--- config.mk ---
export PLATFORM = sky130hd
export DESIGN_NAME = compare_pulse_gen
export DESIGN_NICKNAME = d
export VERILOG_FILES = /design/src/rtl/hwag_pkg.sv /design/src/rtl/compare_eq_reg.sv /design/src/rtl/d_ff_wide.sv /design/src/rtl/compare_pulse_gen.sv
export SDC_FILE = /design/constraint.sdc
export NUM_CORES = 1
export LEC_CHECK = 0
export CORE_AREA = 2 2 127 129
export DETAILED_ROUTE_END_ITERATION = 16
export DIE_AREA = 0 0 129 131
export GPL_ROUTABILITY_DRIVEN = 0
export PLACE_DENSITY = 0.55
export SYNTH_ARGS = -nofsm -noshare
export SYNTH_HDL_FRONTEND = slang
export SYNTH_SLANG_ARGS = --single-unit
--- constraint.sdc ---
create_clock -name clk -period 1.68 [get_ports clk]
set_clock_uncertainty 0.15 [all_clocks]
set_input_delay 0.168 -clock clk [delete_from_list [all_inputs] [get_ports clk]]
set_output_delay 0.168 -clock clk [all_outputs]
set_load 0.01 [all_outputs]
--- src/rtl/hwag_pkg.sv ---
// Shared types for the angle/time-base hardware blocks.
package hwag_pkg;

  // Output-compare pulse generator sequencing.
  typedef enum logic [1:0] {
    CPG_IDLE     = 2'd0,
    CPG_WAIT_SET = 2'd1,
    CPG_PULSE    = 2'd2
  } cpg_state_t;

endpackage : hwag_pkg

--- src/rtl/compare_eq_reg.sv ---
// Registered equality comparator: raises hit for one cycle after the
// timebase equals the compare value on an enabled tick.
module compare_eq_reg #(
  parameter int WIDTH = 24
) (
  input  logic             clk,
  input  logic             rst,
  input  logic             ena,
  input  logic             flush,
  input  logic [WIDTH-1:0] tb,
  input  logic [WIDTH-1:0] val,
  output logic             hit
);

  // Capture the match; flush drops a hit computed against stale compare
  // values (the cycle the working registers are reloaded or the run aborts).
  always_ff @(posedge clk or negedge rst) begin
    if (!rst) begin
      hit <= 1'b0;
    end else begin
      hit <= ~flush & ena & (tb == val);
    end
  end

endmodule : compare_eq_reg

--- src/rtl/d_ff_wide.sv ---
// Generic wide register with load enable and asynchronous active-low clear.
module d_ff_wide #(
  parameter int W = 8
) (
  input  logic         clk,
  input  logic         rst,
  input  logic         en,
  input  logic [W-1:0] d,
  output logic [W-1:0] q
);

  // Hold the stored word until a load strobe arrives.
  always_ff @(posedge clk or negedge rst) begin
    // NOTE: clocked state always uses non-blocking assignment so every flop
    // samples pre-edge values regardless of block evaluation order.
    if (!rst) begin
      q <= '0;
    end else if (en) begin
      q <= d;
    end
  end

endmodule : d_ff_wide

--- src/rtl/compare_pulse_gen.sv ---
// Output-compare pulse generator. Drives one actuator pin with a single pulse
// per arm: the pin goes active one cycle after the registered set match and
// inactive one cycle after the registered clear match. Set/clear values are
// staged in a shadow register so the next pulse can be prepared while the
// current one is still running.
module compare_pulse_gen
  import hwag_pkg::*;
#(
  parameter int WIDTH = 24
) (
  input  logic             clk,
  input  logic             rst,
  input  logic             ena,
  input  logic [WIDTH-1:0] tb,
  input  logic [WIDTH-1:0] set_val,
  input  logic [WIDTH-1:0] clr_val,
  input  logic             load,
  input  logic             arm,
  input  logic             abort,
  input  logic             pol,
  output logic             q,
  output logic             busy,
  output logic             done
);

  cpg_state_t         state;
  logic               active;
  logic [2*WIDTH-1:0] shadow_q;
  logic [2*WIDTH-1:0] work_d;
  logic [2*WIDTH-1:0] work_q;
  logic [WIDTH-1:0]   set_w;
  logic [WIDTH-1:0]   clr_w;
  logic               arm_ok;
  logic               flush;
  logic               hit_set;
  logic               hit_clr;
  logic               same_val;

  // Arm is honoured only from IDLE and only when no abort competes with it.
  assign arm_ok = arm & ~abort & (state == CPG_IDLE);
  assign flush  = arm_ok | abort;

  // Shadow pair: written on every load strobe, never touches a running pulse.
  d_ff_wide #(.W(2*WIDTH)) u_shadow (
    .clk (clk),
    .rst (rst),
    .en  (load),
    .d   ({set_val, clr_val}),
    .q   (shadow_q)
  );

  // Working pair source: a load in the arm cycle bypasses the shadow.
  always_comb begin
    // NOTE: assign a default before any condition so no path leaves the
    // signal unassigned; otherwise synthesis infers a latch.
    work_d = shadow_q;
    if (load) begin
      work_d = {set_val, clr_val};
    end
  end

  // Working pair: frozen for the whole pulse, reloaded only on an accepted arm.
  d_ff_wide #(.W(2*WIDTH)) u_work (
    .clk (clk),
    .rst (rst),
    .en  (arm_ok),
    .d   (work_d),
    .q   (work_q)
  );

  assign set_w    = work_q[2*WIDTH-1:WIDTH];
  assign clr_w    = work_q[WIDTH-1:0];
  assign same_val = (set_w == clr_w);

  compare_eq_reg #(.WIDTH(WIDTH)) u_cmp_set (
    .clk   (clk),
    .rst   (rst),
    .ena   (ena),
    .flush (flush),
    .tb    (tb),
    .val   (set_w),
    .hit   (hit_set)
  );

  compare_eq_reg #(.WIDTH(WIDTH)) u_cmp_clr (
    .clk   (clk),
    .rst   (rst),
    .ena   (ena),
    .flush (flush),
    .tb    (tb),
    .val   (clr_w),
    .hit   (hit_clr)
  );

  // Pulse sequencer with registered active, busy and done outputs.
  // Hits already carry the ena qualification, so with ena low nothing moves.
  always_ff @(posedge clk or negedge rst) begin
    if (!rst) begin
      state  <= CPG_IDLE;
      active <= 1'b0;
      busy   <= 1'b0;
      done   <= 1'b0;
    end else begin
      done <= 1'b0;
      if (abort) begin
        state  <= CPG_IDLE;
        active <= 1'b0;
        busy   <= 1'b0;
      end else begin
        unique case (state)
          CPG_IDLE: begin
            if (arm_ok) begin
              state <= CPG_WAIT_SET;
              busy  <= 1'b1;
            end
          end
          CPG_WAIT_SET: begin
            if (hit_set) begin
              if (same_val) begin
                // Zero-length pulse: complete without ever driving the pin.
                state <= CPG_IDLE;
                busy  <= 1'b0;
                done  <= 1'b1;
              end else begin
                state  <= CPG_PULSE;
                active <= 1'b1;
              end
            end
          end
          CPG_PULSE: begin
            if (hit_clr) begin
              state  <= CPG_IDLE;
              active <= 1'b0;
              busy   <= 1'b0;
              done   <= 1'b1;
            end
          end
          default: begin
            state  <= CPG_IDLE;
            active <= 1'b0;
            busy   <= 1'b0;
          end
        endcase
      end
    end
  end

  // Polarity is applied after the flop so a pol change reaches the pin at once.
  assign q = pol ? active : ~active;

endmodule : compare_pulse_gen

==> results of run 1 <==
worst paths after layout:
path / endpoint / slack [ns] / cells past startpoint
worst max register to register: active$_DFFE_PN0P_ / -0.02 / 6
worst min-delay path: u_shadow.q[26]$_DFF_PN0_ / 0.14 / 2
min in group clk: u_shadow.q[20]$_DFF_PN0_ / 0.17 / 3
worst max-delay path: active$_DFFE_PN0P_ / -0.02 / 6
worst min register to register: u_shadow.q[20]$_DFF_PN0_ / 0.35 / 1
max in group asynchronous: u_shadow.q[13]$_DFF_PN0_ / 0.70 / 3
layout make-up:
type | instances | area, µm²
repair buffers | 132 | 1280
well taps | 216 | 270
clock buffers | 11 | 253
fillers | 1449 | 8880
flip-flops and latches | 103 | 2580
inverters | 5 | 18.8
clock inverters | 5 | 80.1
multi-input cells | 222 | 2240
layer usage:
| metal | part of all wire | track usage |
|---|---|---|
| met1 | 0.46 | 0.195 |
| met2 | 0.49 | 0.233 |
| met3 | 0.045 | 0.0330 |
| met4 | 0.014 | 0.0441 |
| met5 | 0 | 0 |
synthesized netlist by cell type (2+ instances only):
cell and count:
a21oi_1 2, inv_1 4, nor4_2 3, nor2_1 5, o21ai_0 2, mux2_4 5, ha_1 3, dfrtp_1 103
buf_2 6, mux2_2 91, buf_6 3, xor2_1 24, nor4_1 6, nand3_1 3, nand4_1 15, nand2_1 2
xnor2_1 49
logic make-up after synthesis:
logic type                 Yosys count
DFF                                103
muxes                               96
xor gates and xnor gates            73
and+or+nand+nor                     40
buffers and inverters               15
AOI/OAI and AO/OA                   10
adders and majority gates            3
stage by stage:
stage | utilization | std cells
after global routing | 0.430 | 694
after CTS | 0.424 | 694
final | 0.430 | 694
after global placement | 0.398 | 676
after floorplan | - | 340
after detailed placement | 0.398 | 676
power by group through the flow:
stage               combinational (W)  sequential, W  clock (W)
floorplan                     0.00157        0.00355          0
global placement              0.00277        0.00356          0
detailed placement            0.00280        0.00358          0
CTS                           0.00291        0.00356    0.00238
global route                  0.00323        0.00366    0.00249
finish                        0.00297        0.00357    0.00231
registers in the layout, summed over array words and instances, names as in the netlist:
register,cells
u_cmp_clr.hit,1
u_shadow.q,48
active,1
busy,1
done,1
u_work.q,48
state,2
u_cmp_set.hit,1
repair_timing:
action,4_1_cts,5_1_grt
setup endpoints to repair,54,56
endpoints found under the hold margin,103,0
resized for setup,11,22
hold buffers,1,0
setup buffers,1,0
pin swaps,1,10
cloned,0,0
==> results.md, run 1 <==
* First-pass GRT wire length at 18,200 µm
* Starting Density at 0.306
* Power density over the cells at 1320 nW/µm²
* Largest cells by area after synthesis: dfrtp_1, mux2_2, xnor2_1
* Vias per Instance at 4.37
* Max clock buf depth at 2
* Inserted Diodes at 0
* Ratio of cells with drive above 1 in the final layout at 0.395
* WL/cell at 16.3 µm
* Sequential area share after synthesis at 0.541
* Worst setup EP type: register
* Synth Area in Compound Gates at 0.0147
* Critical Path RT at 1.75 ns
* Final hold violation count at 0
* Post-Synth Simple-Gate Area at 0.0528
* Worst path bufs/invs at 1
* Final period utilization at 1.01
* Worst Hold Class: input pin to asynchronous set/reset pin
* Final Routed Wirelength at 11,300 µm
* Clock transition at path regs at 0.07 ns
* Setup crit start: u_work.q[27]$_DFFE_PN0P_
* Status: finished, violations left
* Hold Slack at 0.138 ns
* Fin crit period at 1.70 ns
* Post-synth cell types at 31
* Mapped Cells at 340
* Vias in the first global route at 3,295
* Design Area, Final at 6710 µm²
* Slew margin rel. at 0.722
* Total power at 0.00885 W
* Core footprint at 15,600 µm²
* Critical Path Max Stage Delay at 0.39 ns
* Total gr overflow at 0
* Number of DRC markers in iteration 0 at 167
* Router iterations before antenna repair at 4
* # IOs at 82
* Die X at 129 µm
* Port bufs at 81
* Pre-CTS WS at -0.157 ns
* Largest net degree at the start of global routing at 40
* CP cell instances: xnor2_1 > nand4_1 > nor4_2 > buf_4 > and2_4 > o21ai_2
* VDD IR-drop max at 520 µV
* TritonCTS clock tree: done
* Post-Synth XOR/XNOR Area at 0.134
* Antenna violations before repair at 0
* Failing checks: setup timing
* Post-synth top area cell: dfrtp_1
* Synth top area share at 0.541
* Most frequent cells in the layout: dfrtp_1, mux2_2, clkdlybuf4s50_1, xnor2_1, buf_4
* Max-Cap Viols at 0
* GRT Util Overall at 0.144
* Pins Over Slew Limit at 0
* Die area at 16,900 µm²
* Die span in y at 131 µm
* CP max stage cell: dfrtp_1
* Crit Path Max Fanout at 3
* Via count at 3,035
* H-tree levels at 3
* Crit Path Category: register to register
* Register bit total from synthesis at 103
* Post-synth EDFFs at 0
* Reg-to-reg startpoint: u_work.q[27]$_DFFE_PN0P_
* Mux cell area share after synthesis at 0.231
* Synthesis Warnings at 0
* Flop pwr share at 0.403
* WP data arrival at 1.77 ns
* Worst skew pair latency at 0.35 ns
* Static leakage at 2.75 nW
* Post-Synth Adder-Cell Area at 0.00788
* Clock share of power at 0.261
* # clock sinks at 103
* Pint at 0.00626 W
* Ys async rst share at 1.00
* Maximum clock rate at 0.589 GHz
* Synth Net Count at 422
* Sw Ratio at 0.293
* Setup_tns at -0.0460 ns
* Layout net count at 555
* Crit-path leading delay family: simple AND/OR/NAND/NOR gates
* Most common cell after layout, fill and taps aside: dfrtp_1
* Rows at 46
* Worst setup SP type: register
* Syn Area/Cell at 14.0 µm²
* Synth Cell Area at 4770 µm²
* CTS buffer count at 9
* Final setup violation count at 3
* Unrepaired setup endpoints after global routing: true
* Clk root buf: clkbuf_16
* Final ANT Viol Nets at 0
* Final WS setup at -0.0173 ns
* DP HPWL at 8560 µm
* Switching power at 0.00259 W
* Layout area overhead at 40.9%
* Gate power share at 0.335
* Worst-Margin Slew at 0.417 ns
* DP Area at 6210 µm²
* Remaining DRCs at 0
* Synth Flop Type: dfrtp_1
* Largest family of logic cells by synthesized area: multiplexers
Note: power is estimated with default switching activity, not from simulation.
==> run 2: changes to the inputs <==
ABC_AREA = 1   (was default)
CORE_AREA = 2 2 109 111   (was 2 2 127 129)
DIE_AREA = 0 0 111 113   (was 0 0 129 131)
PLACE_DENSITY = 0.72   (was 0.55)
==> run 2 against run 1 <==
Combinational power is 12% higher. Routed wire length is 6.4% higher. Synthesized cell count is 56% higher. The flow now finishes without violations. Register-to-register slack better by 0.07 ns. Highest routed layer unchanged. Die area is 26% lower. Maximum frequency is 4.4% higher.
==> results.md, run 2 <==
* Status: complete, no violations
* Final hold violation count at 0 (unchanged)
* Worst-Margin Slew at 0.455 ns (+0.0385 ns)
* CP cell instances: inv_2 > ha_1 > nand2_1 > o22ai_2 > nor2_1 > inv_1 > nand2_2 > nand3_1 > o21ai_0
* First-pass GRT wire length at 19,300 µm (+5.8%)
* Pint at 0.00599 W (-4.3%)
* FF-to-FF setup slack at 0.05 ns (+0.07 ns)
* Via count at 3,921 (+29%)
* Worst setup SP type: register
* Ys async rst share at 1.00 (unchanged)
* Sequential area share after synthesis at 0.518 (-0.0228)
* Max clock buf depth at 2 (unchanged)
* Post-Synth Simple-Gate Area at 0.157 (+0.104)
* Flop pwr share at 0.412 (+0.009)
* Slew margin rel. at 0.697 (-0.0257)
* Final period utilization at 0.968 (-0.0421)
* Switching power at 0.00331 W (+28%)
* Final Routed Wirelength at 12,000 µm (+6.4%)
* M2 GR Usage at 0.303 (+0.0699)
* Rows at 39 (-15%)
* Syn Area/Cell at 9.35 µm² (-33%)
* Final ANT Viol Nets at 0 (unchanged)
* Vias per Instance at 5.01 (+15%)
* Crit-path leading delay family: flip-flops
* Post-Synth XOR/XNOR Area at 0.0493 (-0.0849)
* Post-Synth Adder-Cell Area at 0.00754 (-0.000333)
* Ratio of cells with drive above 1 in the final layout at 0.183 (-0.212)
* Reg-to-reg startpoint: state[1]$_DFFE_PN0P_
* Die span in y at 113 µm (-14%)
* Synth top area share at 0.518 (-0.0228)
* Crit Path Category: register to register
* Synth Cell Area at 4980 µm² (+4.4%)
* # IOs at 82 (unchanged)
* Count leader, synth: nand2_1
* Starting Density at 0.441 (+0.136)
* Clk root buf: clkbuf_16
* Synthesis Warnings at 0 (unchanged)
* Antenna violations before repair at 0 (unchanged)
* WP data arrival at 1.69 ns (-0.08 ns)
* Reg2Reg Depth at 9 (+3)
* Port bufs at 81 (unchanged)
* TritonCTS clock tree: done
* Max-Cap Viols at 0 (unchanged)
* Final setup violation count at 0 (-3)
* Post-synth top area cell: dfrtp_1
* Largest family of logic cells by synthesized area: simple AND/OR/NAND/NOR gates
* Util after Layout at 0.577 (+0.146)
* Crit Path Max Fanout at 4 (+1)
* DP HPWL at 8650 µm (+1.0%)
* Mux cell area share after synthesis at 0.120 (-0.111)
* Unrepaired setup endpoints after global routing: true
* Number of DRC markers in iteration 0 at 220 (+32%)
* Maximum clock rate at 0.615 GHz (+4.4%)
* Most frequent cells in the layout: nand2_1, dfrtp_1, clkdlybuf4s50_1, inv_1, o21ai_0
* GR peak layer: met2
* Worst path bufs/invs at 2 (+1)
* Clock share of power at 0.229 (-0.032)
* Vias in the first global route at 3,844 (+17%)
* GRT met3 Usage at 0.0300 (-0.00299)
* Pins Over Slew Limit at 0 (unchanged)
* Fin crit period at 1.63 ns (-0.0708 ns)
* Most common cell after layout, fill and taps aside: nand2_1
* Mapped Cells at 532 (+56%)
* Die area at 12,500 µm² (-26%)
* Synth Area in Compound Gates at 0.0792 (+0.0645)
* Worst Hold Class: input pin to asynchronous set/reset pin
* Met1 Track Usage GR at 0.272 (+0.0769)
* Critical Path Max Stage Delay at 0.39 ns (about the same)
* Gate power share at 0.359 (+0.024)
* H-tree levels at 3 (unchanged)
* Critical Path RT at 1.75 ns (about the same)
* Layout area overhead at 30.6%
* Die X at 111 µm (-14%)
* # clock sinks at 103 (unchanged)
* Non-Filler Instances at 782 (+13%)
* Static leakage at 3.03 nW (+10%)
* Clock transition at path regs at 0.07 ns (about the same)
* Core footprint at 11,300 µm² (-28%)
* Inserted Diodes at 0 (unchanged)
* Remaining DRCs at 0 (unchanged)
* VDD IR-drop max at 629 µV (+21%)
* Power density over the cells at 1430 nW/µm² (+8.5%)
* CTS buffer count at 9 (unchanged)
* Post-synth EDFFs at 0 (unchanged)
* Total gr overflow at 0 (unchanged)
* Layout net count at 716 (+29%)
* Cell count after placement at 751 (+11%)
* Synth Flop Type: dfrtp_1
* Top flop regs: u_shadow.q (48), u_work.q (48), state (2)
* Post-synth cell types at 28 (-9.7%)
* GRT Util Overall at 0.194 (+0.0498)
* RR Endpoint: state[1]$_DFFE_PN0P_
* Largest cells by area after synthesis: dfrtp_1, nand2_1, mux2_2
* CP max stage cell: dfrtp_1
* Worst skew pair latency at 0.34 ns (about the same)
* Synth Net Count at 614 (+45%)
* Router iterations before antenna repair at 5 (+1)
* Worst setup EP type: register
* Most instantiated cells after synthesis: nand2_1, dfrtp_1, inv_1
* Register bit total from synthesis at 103 (unchanged)
* Largest net degree at the start of global routing at 53 (+33%)
* WL/cell at 15.4 µm (-5.6%)
* Sw Ratio at 0.356 (+0.0631)
[run 2: cell count changes after synthesis, sizes merged, moves of 3 or more]
cell,previous run,this run
nor4,9,6
nor2,5,33
xor2,24,21
inv,5,66
nand4,15,1
nand2,2,148
xnor2,49,7
clkbuf,0,4
o21ai,2,51
mux2,96,48
o22ai,0,17
[run 2: power by group through the flow]
stage          registers [W]  clock network [W]  logic, W
5_1_grt              0.00391            0.00228   0.00375
3_3_place_gp         0.00382                  0   0.00287
6_report             0.00383            0.00213   0.00334
4_1_cts              0.00382            0.00216   0.00299
2_1_floorplan        0.00371                  0   0.00210
3_5_place_dp         0.00384                  0   0.00296
[run 2: how the worst max path moves through the flow]
stage,startpoint,cells after the start,to,slack [ns]
4_1_cts,state[0]$_DFFE_PN0P_,7,u_work.q[2]$_DFFE_PN0P_,0.01
3_5_place_dp,abort,9,busy$_DFFE_PN0P_,-0.08
3_3_place_gp,tb[16],5,u_cmp_clr.hit$_DFF_PN0_,-0.03
5_1_grt,state[1]$_DFFE_PN0P_,9,state[1]$_DFFE_PN0P_,-0.06
6_report,state[1]$_DFFE_PN0P_,9,state[1]$_DFFE_PN0P_,0.05
2_1_floorplan,state[1]$_DFFE_PN0P_,9,busy$_DFFE_PN0P_,0.18
[run 2: repair_timing]
action,CTS,global route
gates resized for setup,1,16
pin swaps,0,11
endpoints found under the setup margin,1,36
gates cloned,0,1
buffers inserted,0,13
endpoints found under the hold margin,53,0
hold buffers,1,0
[run 2: worst register-to-register path, delay by kind of cell (launching register included)]
family | cells | cell delay (ns)
DFF | 1 | 0.39
and+or+nand+nor | 4 | 0.34
AOI/OAI and AO/OA | 2 | 0.27
buffers and inverters | 2 | 0.18
adders and majority gates | 1 | 0.18
[run 2: cells by family after synthesis]
| logic type | count (synthesis) |
|---|---|
| XOR/XNOR | 28 |
| multiplexers | 48 |
| buffers and inverters | 81 |
| AND/OR/NAND/NOR | 196 |
| AO/OA/AOI/OAI | 73 |
| adder cells (fa/ha/maj) | 3 |
| flip-flops | 103 |
[run 2: layout make-up]
class | count | area (µm²)
clock inverter | 5 | 56.3
multi-input combinational | 348 | 2090
fill | 916 | 4770
clock buffer | 11 | 253
sequential | 103 | 2580
inverter | 66 | 248
timing repair buffer | 106 | 1100
tap | 143 | 179
[run 2: per-layer routing]
metal,part of all wire,vias to the layer above
li1,-,1905
met2,0.48,126
met3,0.047,18
met5,0,-
met4,0.021,0
met1,0.45,1872
[run 2: through the flow]
| step | cell area (µm²) | hold slack (ns) | TNS [ns] | setup WS (ns) | total power [W] |
|---|---|---|---|---|---|
| 4_1_cts | 6330 | 0.178 | 0 | 0.0121 | 0.00896 |
| 5_1_grt | 6500 | 0.209 | -0.117 | -0.0593 | 0.00995 |
| 2_1_floorplan | 4980 | -0.278 | 0 | 0.180 | 0.00581 |
| 3_3_place_gp | 6010 | -0.00751 | -0.0393 | -0.0335 | 0.00670 |
| 6_report | 6500 | 0.165 | 0 | 0.0535 | 0.00930 |
| 3_5_place_dp | 6010 | -0.00110 | -0.172 | -0.0811 | 0.00680 |
==> RTL edit 1: new RTL, settings of run 2 <==
`WIDTH` is set to 24 in 2 places; all go to 12.
--- a/src/rtl/compare_eq_reg.sv
+++ b/src/rtl/compare_eq_reg.sv
@@ -3,3 +3,3 @@
 module compare_eq_reg #(
-  parameter int WIDTH = 24
+  parameter int WIDTH = 12
 ) (
--- a/src/rtl/compare_pulse_gen.sv
+++ b/src/rtl/compare_pulse_gen.sv
@@ -8,3 +8,3 @@
 #(
-  parameter int WIDTH = 24
+  parameter int WIDTH = 12
 ) (
Ports: changed (resized clr_val, set_val and tb); port bits go from 82 to 46. No check against the original RTL was run, so the function may have changed too.
==> RTL edit 1 against run 2 <==
Final area is 46% lower. Sequential cell count decreased by 48. Combinational power shrank 54%. Via count is 51% lower. Routed wire length is 51% lower. Total power shrank 51%. Area after synthesis decreased by 45%. Setup slack improved by 0.11 ns. Largest power group unchanged.
==> RTL edit 1: results (changes against run 2) <==
vias in the first global route 2017 (was 3844); outcome finished clean (unchanged); first-pass GRT wire length 9800 um (was 19300 um); reg2reg setup slack 0.16 ns (was 0.05 ns); Clock Tree Root clkbuf_16 (unchanged); Metal-1 WL 2840 um (was 5440 um); largest registers u_shadow.q (24), u_work.q (24), state (2) (was u_shadow.q (48), u_work.q (48), state (2)); pre-CTS WS -0.0281 ns (was -0.0811 ns); met1 usage 0.131 (was 0.272); CTS clk-pin slew, worst paths 0.07 ns (about the same); fin crit period 1.52 ns (was 1.63 ns); Critical R2R Capture u_work.q[3] (was state[1]); Synth async-reset ratio 1.00 (unchanged); Top Metal Used met4 (unchanged); Critical Path AT 1.58 ns (was 1.69 ns); sequential fraction of the synthesis area 0.507 (was 0.518); Worst-Skew Late Latency 0.29 ns (was 0.34 ns); top cells by count, synth 73 x nand2_1, 55 x dfrtp_1, 20 x mux2_4, 19 x inv_1, 15 x xnor2_1 (was 148 x nand2_1, 103 x dfrtp_1, 57 x inv_1, 46 x o21ai_0, 33 x mux2_2); syn nets 313 (was 614); placed instance area 3350 um2 (was 6010 um2); fin nets 364 (was 716); top cells by area, synth dfrtp_1 51%, mux2_4 11%, nand2_1 10% (was dfrtp_1 52%, nand2_1 11%, mux2_2 7.5%); CTS H-tree depth 2 (was 3); Via density 4.16 (was 5.01); WL/cell 12.7 um (was 15.4 um); fraction of layout cells with a size suffix above 1 0.169 (was 0.183); vias 1922 (was 3921); worst vdd ir 0.657 mV (was 0.629 mV); buffer levels on the longest clock path 2 (unchanged); fill count 1155 (was 916); Critical R2R Launch state[0] (was state[1]); routed wl met3 199 um (was 560 um); met3 GRT Util 0.0193 (was 0.0300); internal power component 0.00304 W (was 0.00599 W); area of the multi-input gates 1180 um2 (was 2090 um2); HP Class primary input to async pin (unchanged); largest net degree at the start of global routing 56 (was 53); met2 WL 2710 um (was 5780 um); Cells after Synth 267 (was 532); GRT Resource Usage Total 0.0966 (was 0.194); relative slew slack 0.806 (was 0.697); sequential share of power 0.435 (was 0.412); IO Port Bufs 45 (was 81); hpwl dp 4380 um (was 8650 um); Worst Reg-to-Reg Cells 7 (was 9); DR iter-0 viols 85 (was 220); Initial DRT Pass Iterations 4 (was 5); Worst path top cell family by delay flip-flops (unchanged); worst-path maximum fanout 24 (was 4); Min Hold Slack 0.247 ns (was 0.165 ns); # placed instances 453 (was 751); CTS Buf Count 5 (was 9); P_seq 0.00199 W (was 0.00383 W); M2 GR Usage 0.156 (was 0.303); crit start category flop (unchanged); leakage 1.60 nW (was 3.03 nW); setup bufs post-CTS 0 (unchanged); Clk pwr share 0.233 (was 0.229)
==> RTL edit 1: cell count changes after synthesis, moves of 8 or more <==
cell     change
nand2_1     -75
o21ai_0     -41
o21ai_1      +9
xnor2_1      +8
xor2_1       -9
inv_1       -38
nor2_1      -26
dfrtp_1     -48
o22ai_1     -15
mux2_2      -29
==> RTL edit 1: layout make-up <==
cell class                 count  area share
tap                          143      0.0509
timing repair buffer          51       0.148
sequential                    55       0.391
multi-input combinational    178       0.337
inverter                      27      0.0288
clock buffer                   8      0.0445
==> RTL edit 1: logic make-up after synthesis <==
family	synth area share
AO/OA/AOI/OAI	0.0544
XOR/XNOR	0.0871
adder cells (fa/ha/maj)	0.0138
buffers and inverters	0.0567
flip-flops	0.507
multiplexers	0.127
AND/OR/NAND/NOR	0.154
==> RTL edit 1: timing repair <==
| item | in CTS | in global routing |
|---|---|---|
| hold buffers | 1 | 0 |
| endpoints found under the setup margin | 1 | 3 |
| cloned | 0 | 0 |
| endpoints found under the hold margin | 55 | 0 |
| resized for setup | 1 | 1 |
==> RTL edit 2: new RTL, settings of run 2 <==
Made on the original files. Re-encode `cpg_state_t` (3 states) as one-hot, 3 bits wide.
--- a/src/rtl/hwag_pkg.sv
+++ b/src/rtl/hwag_pkg.sv
@@ -4,6 +4,6 @@
   // Output-compare pulse generator sequencing.
-  typedef enum logic [1:0] {
-    CPG_IDLE     = 2'd0,
-    CPG_WAIT_SET = 2'd1,
-    CPG_PULSE    = 2'd2
+  typedef enum logic [2:0] {
+    CPG_IDLE     = 3'b001,
+    CPG_WAIT_SET = 3'b010,
+    CPG_PULSE    = 3'b100
   } cpg_state_t;
Formal check against the unedited RTL: same outputs for any inputs over 4 cycles, from zero or initial values and one cycle with rst low; so few cycles prove little.
==> RTL edit 2 against run 2 <==
The run now ends with negative setup slack left. Sequential cell count increased by 1. Clock power increased by 2%. Routed wire length increased by 3.7%. Setup slack got worse by 0.085 ns. Area after synthesis increased by 2.3%. Largest power group unchanged. Maximum frequency decreased by 5.0%. Combinational power decreased by 6.9%. Final area increased by 3.1%. Sequential power decreased by 3%. Total power decreased by 3.3%. Die area unchanged.
==> RTL edit 2: results (changes against run 2) <==
outcome complete, but fails checks (was finished clean); failing checks negative setup slack; Critical R2R Capture u_work.q[29] (was state[1]); Min Hold Slack 0.101 ns (was 0.165 ns); CTS H-tree depth 3 (unchanged); largest registers u_shadow.q (48), u_work.q (48), state (3) (was u_shadow.q (48), u_work.q (48), state (2)); fill count 938 (was 916); Worst Reg-to-Reg Cells 9 (unchanged); syn nets 623 (was 614); Initial DRT Pass Iterations 6 (was 5); top cells by area, synth dfrtp_1 51%, nand2_1 13%, mux2_2 11% (was dfrtp_1 52%, nand2_1 11%, mux2_2 7.5%); vias in the first global route 4307 (was 3844); Cell variety after synth 23 (was 28); vias 4050 (was 3921); DR iter-0 viols 235 (was 220); Worst-Skew Late Latency 0.36 ns (was 0.34 ns); worst-path maximum fanout 7 (was 4); Critical R2R Launch state[0] (was state[1]); pre-CTS WS -0.0823 ns (was -0.0811 ns); fin nets 736 (was 716); fraction of layout cells with a size suffix above 1 0.198 (was 0.183); largest net degree at the start of global routing 49 (was 53); top cells by count, synth 173 x nand2_1, 103 x dfrtp_1, 48 x mux2_2, 48 x xnor2_1, 45 x inv_1 (was 148 x nand2_1, 103 x dfrtp_1, 57 x inv_1, 46 x o21ai_0, 33 x mux2_2); GRT Resource Usage Total 0.207 (was 0.194); HP Class primary input to async pin (unchanged); Ys Warns 0 (unchanged); CTS Buf Count 9 (unchanged); first-pass GRT wire length 20500 um (was 19300 um); worst setup margin -0.0320 ns (was 0.0535 ns); initial antenna violation count 0 (unchanged); Clock Tree Root clkbuf_16 (unchanged); leakage 2.99 nW (was 3.03 nW); relative slew slack 0.785 (was 0.697); WL/cell 15.5 um (was 15.4 um); sequential fraction of the synthesis area 0.511 (was 0.518); final setup fails 9 (was 0); Top FF cell, synth dfrtp_1 (unchanged); hpwl dp 9030 um (was 8650 um); Final Cycle Share 1.02 (was 0.968); Critical Path AT 1.84 ns (was 1.69 ns); CTS clk-pin slew, worst paths 0.07 ns (about the same); buffer levels on the longest clock path 2 (unchanged); worst vdd ir 0.551 mV (was 0.629 mV)
-- RTL edit 2: cell count changes in the layout (fill, tap and decap cells not counted), sizes merged, moves of 2 or more --
cell,run 2,this run
a221oi,2,4
buf,25,36
clkinv,3,0
ha,3,0
inv,66,47
nand2,148,173
nand4,1,12
nor3,0,3
nor4,6,0
o21ai,51,36
o22ai,17,0
or2,1,6
xnor2,7,48
xor2,21,6
-- RTL edit 2: layer usage --
layer / wire, um / track usage
met5: 0 / 0
met2: 6380 / 0.363
met1: 5170 / 0.251
met3: 656 / 0.0482
met4: 267 / 0.0783
-- RTL edit 2: what timing repair did --
item / 4_1_cts / 5_1_grt
endpoints found under the setup margin: 42 / 55
gates cloned: 2 / 1
resized for setup: 13 / 24
pin swaps: 0 / 8
hold endpoints to repair: 103 / 0
buffers inserted: 5 / 5
hold buffers: 1 / 0
-- RTL edit 2: power breakdown --
part	total, W	leakage [nW]	internal (W)	switching [W]
Clock	0.00217	0.143	0.00130	0.000868
Combinational	0.00311	1.59	0.00149	0.00162
Sequential	0.00372	1.26	0.00312	0.000598
-- RTL edit 2: kinds of logic after synthesis --
family                 after synthesis  share of synthesized area
flip-flops                         104                      0.511
AND/OR/NAND/NOR                    232                      0.184
buffers and inverters               62                     0.0582
XOR/XNOR                            54                     0.0929
multiplexers                        48                      0.106
AO/OA/AOI/OAI                       44                     0.0469
-- RTL edit 2: worst max path at each step --
stage          startpoint             to  cells past startpoint
2_1_floorplan    state[0]    u_work.q[5]                      7
3_3_place_gp       tb[17]  u_cmp_clr.hit                      6
3_5_place_dp     state[0]    u_work.q[4]                      7
4_1_cts          state[0]   u_work.q[25]                      8
5_1_grt          state[0]   u_work.q[11]                      9
6_report         state[0]   u_work.q[29]                      9
-- RTL edit 2: worst max-delay path: stages, from the launching register on --
cell and delay (ns):
dfstp_2 0.54, inv_2 0.05, nor3_4 0.14, nand2_2 0.10
nor2_4 0.13, buf_12 0.14, buf_8 0.11, clkbuf_16 0.15
nand2_1 0.06, o21ai_1 0.07
-- RTL edit 2: cell type report --
cell class / instances / share of cell area
sequential: 104 / 0.389
inverter: 47 / 0.0267
clock buffer: 12 / 0.0353
tap: 143 / 0.0267
clock inverter: 3 / 0.0101
timing repair buffer: 117 / 0.176
multi-input combinational: 378 / 0.336
-- RTL edit 2: stage by stage --
| step | cells | utilization | TNS [ns] | instance area [um2] |
|---|---|---|---|---|
| final | 804 | 0.595 | -0.171 | 6700 |
| after global routing | 804 | 0.595 | -2.10 | 6700 |
| after CTS | 800 | 0.587 | -0.0960 | 6620 |
| after detailed placement | 777 | 0.549 | -0.911 | 6180 |
| after global placement | 777 | 0.549 | -0.0578 | 6180 |
| after floorplan | 544 | - | 0 | 5090 |
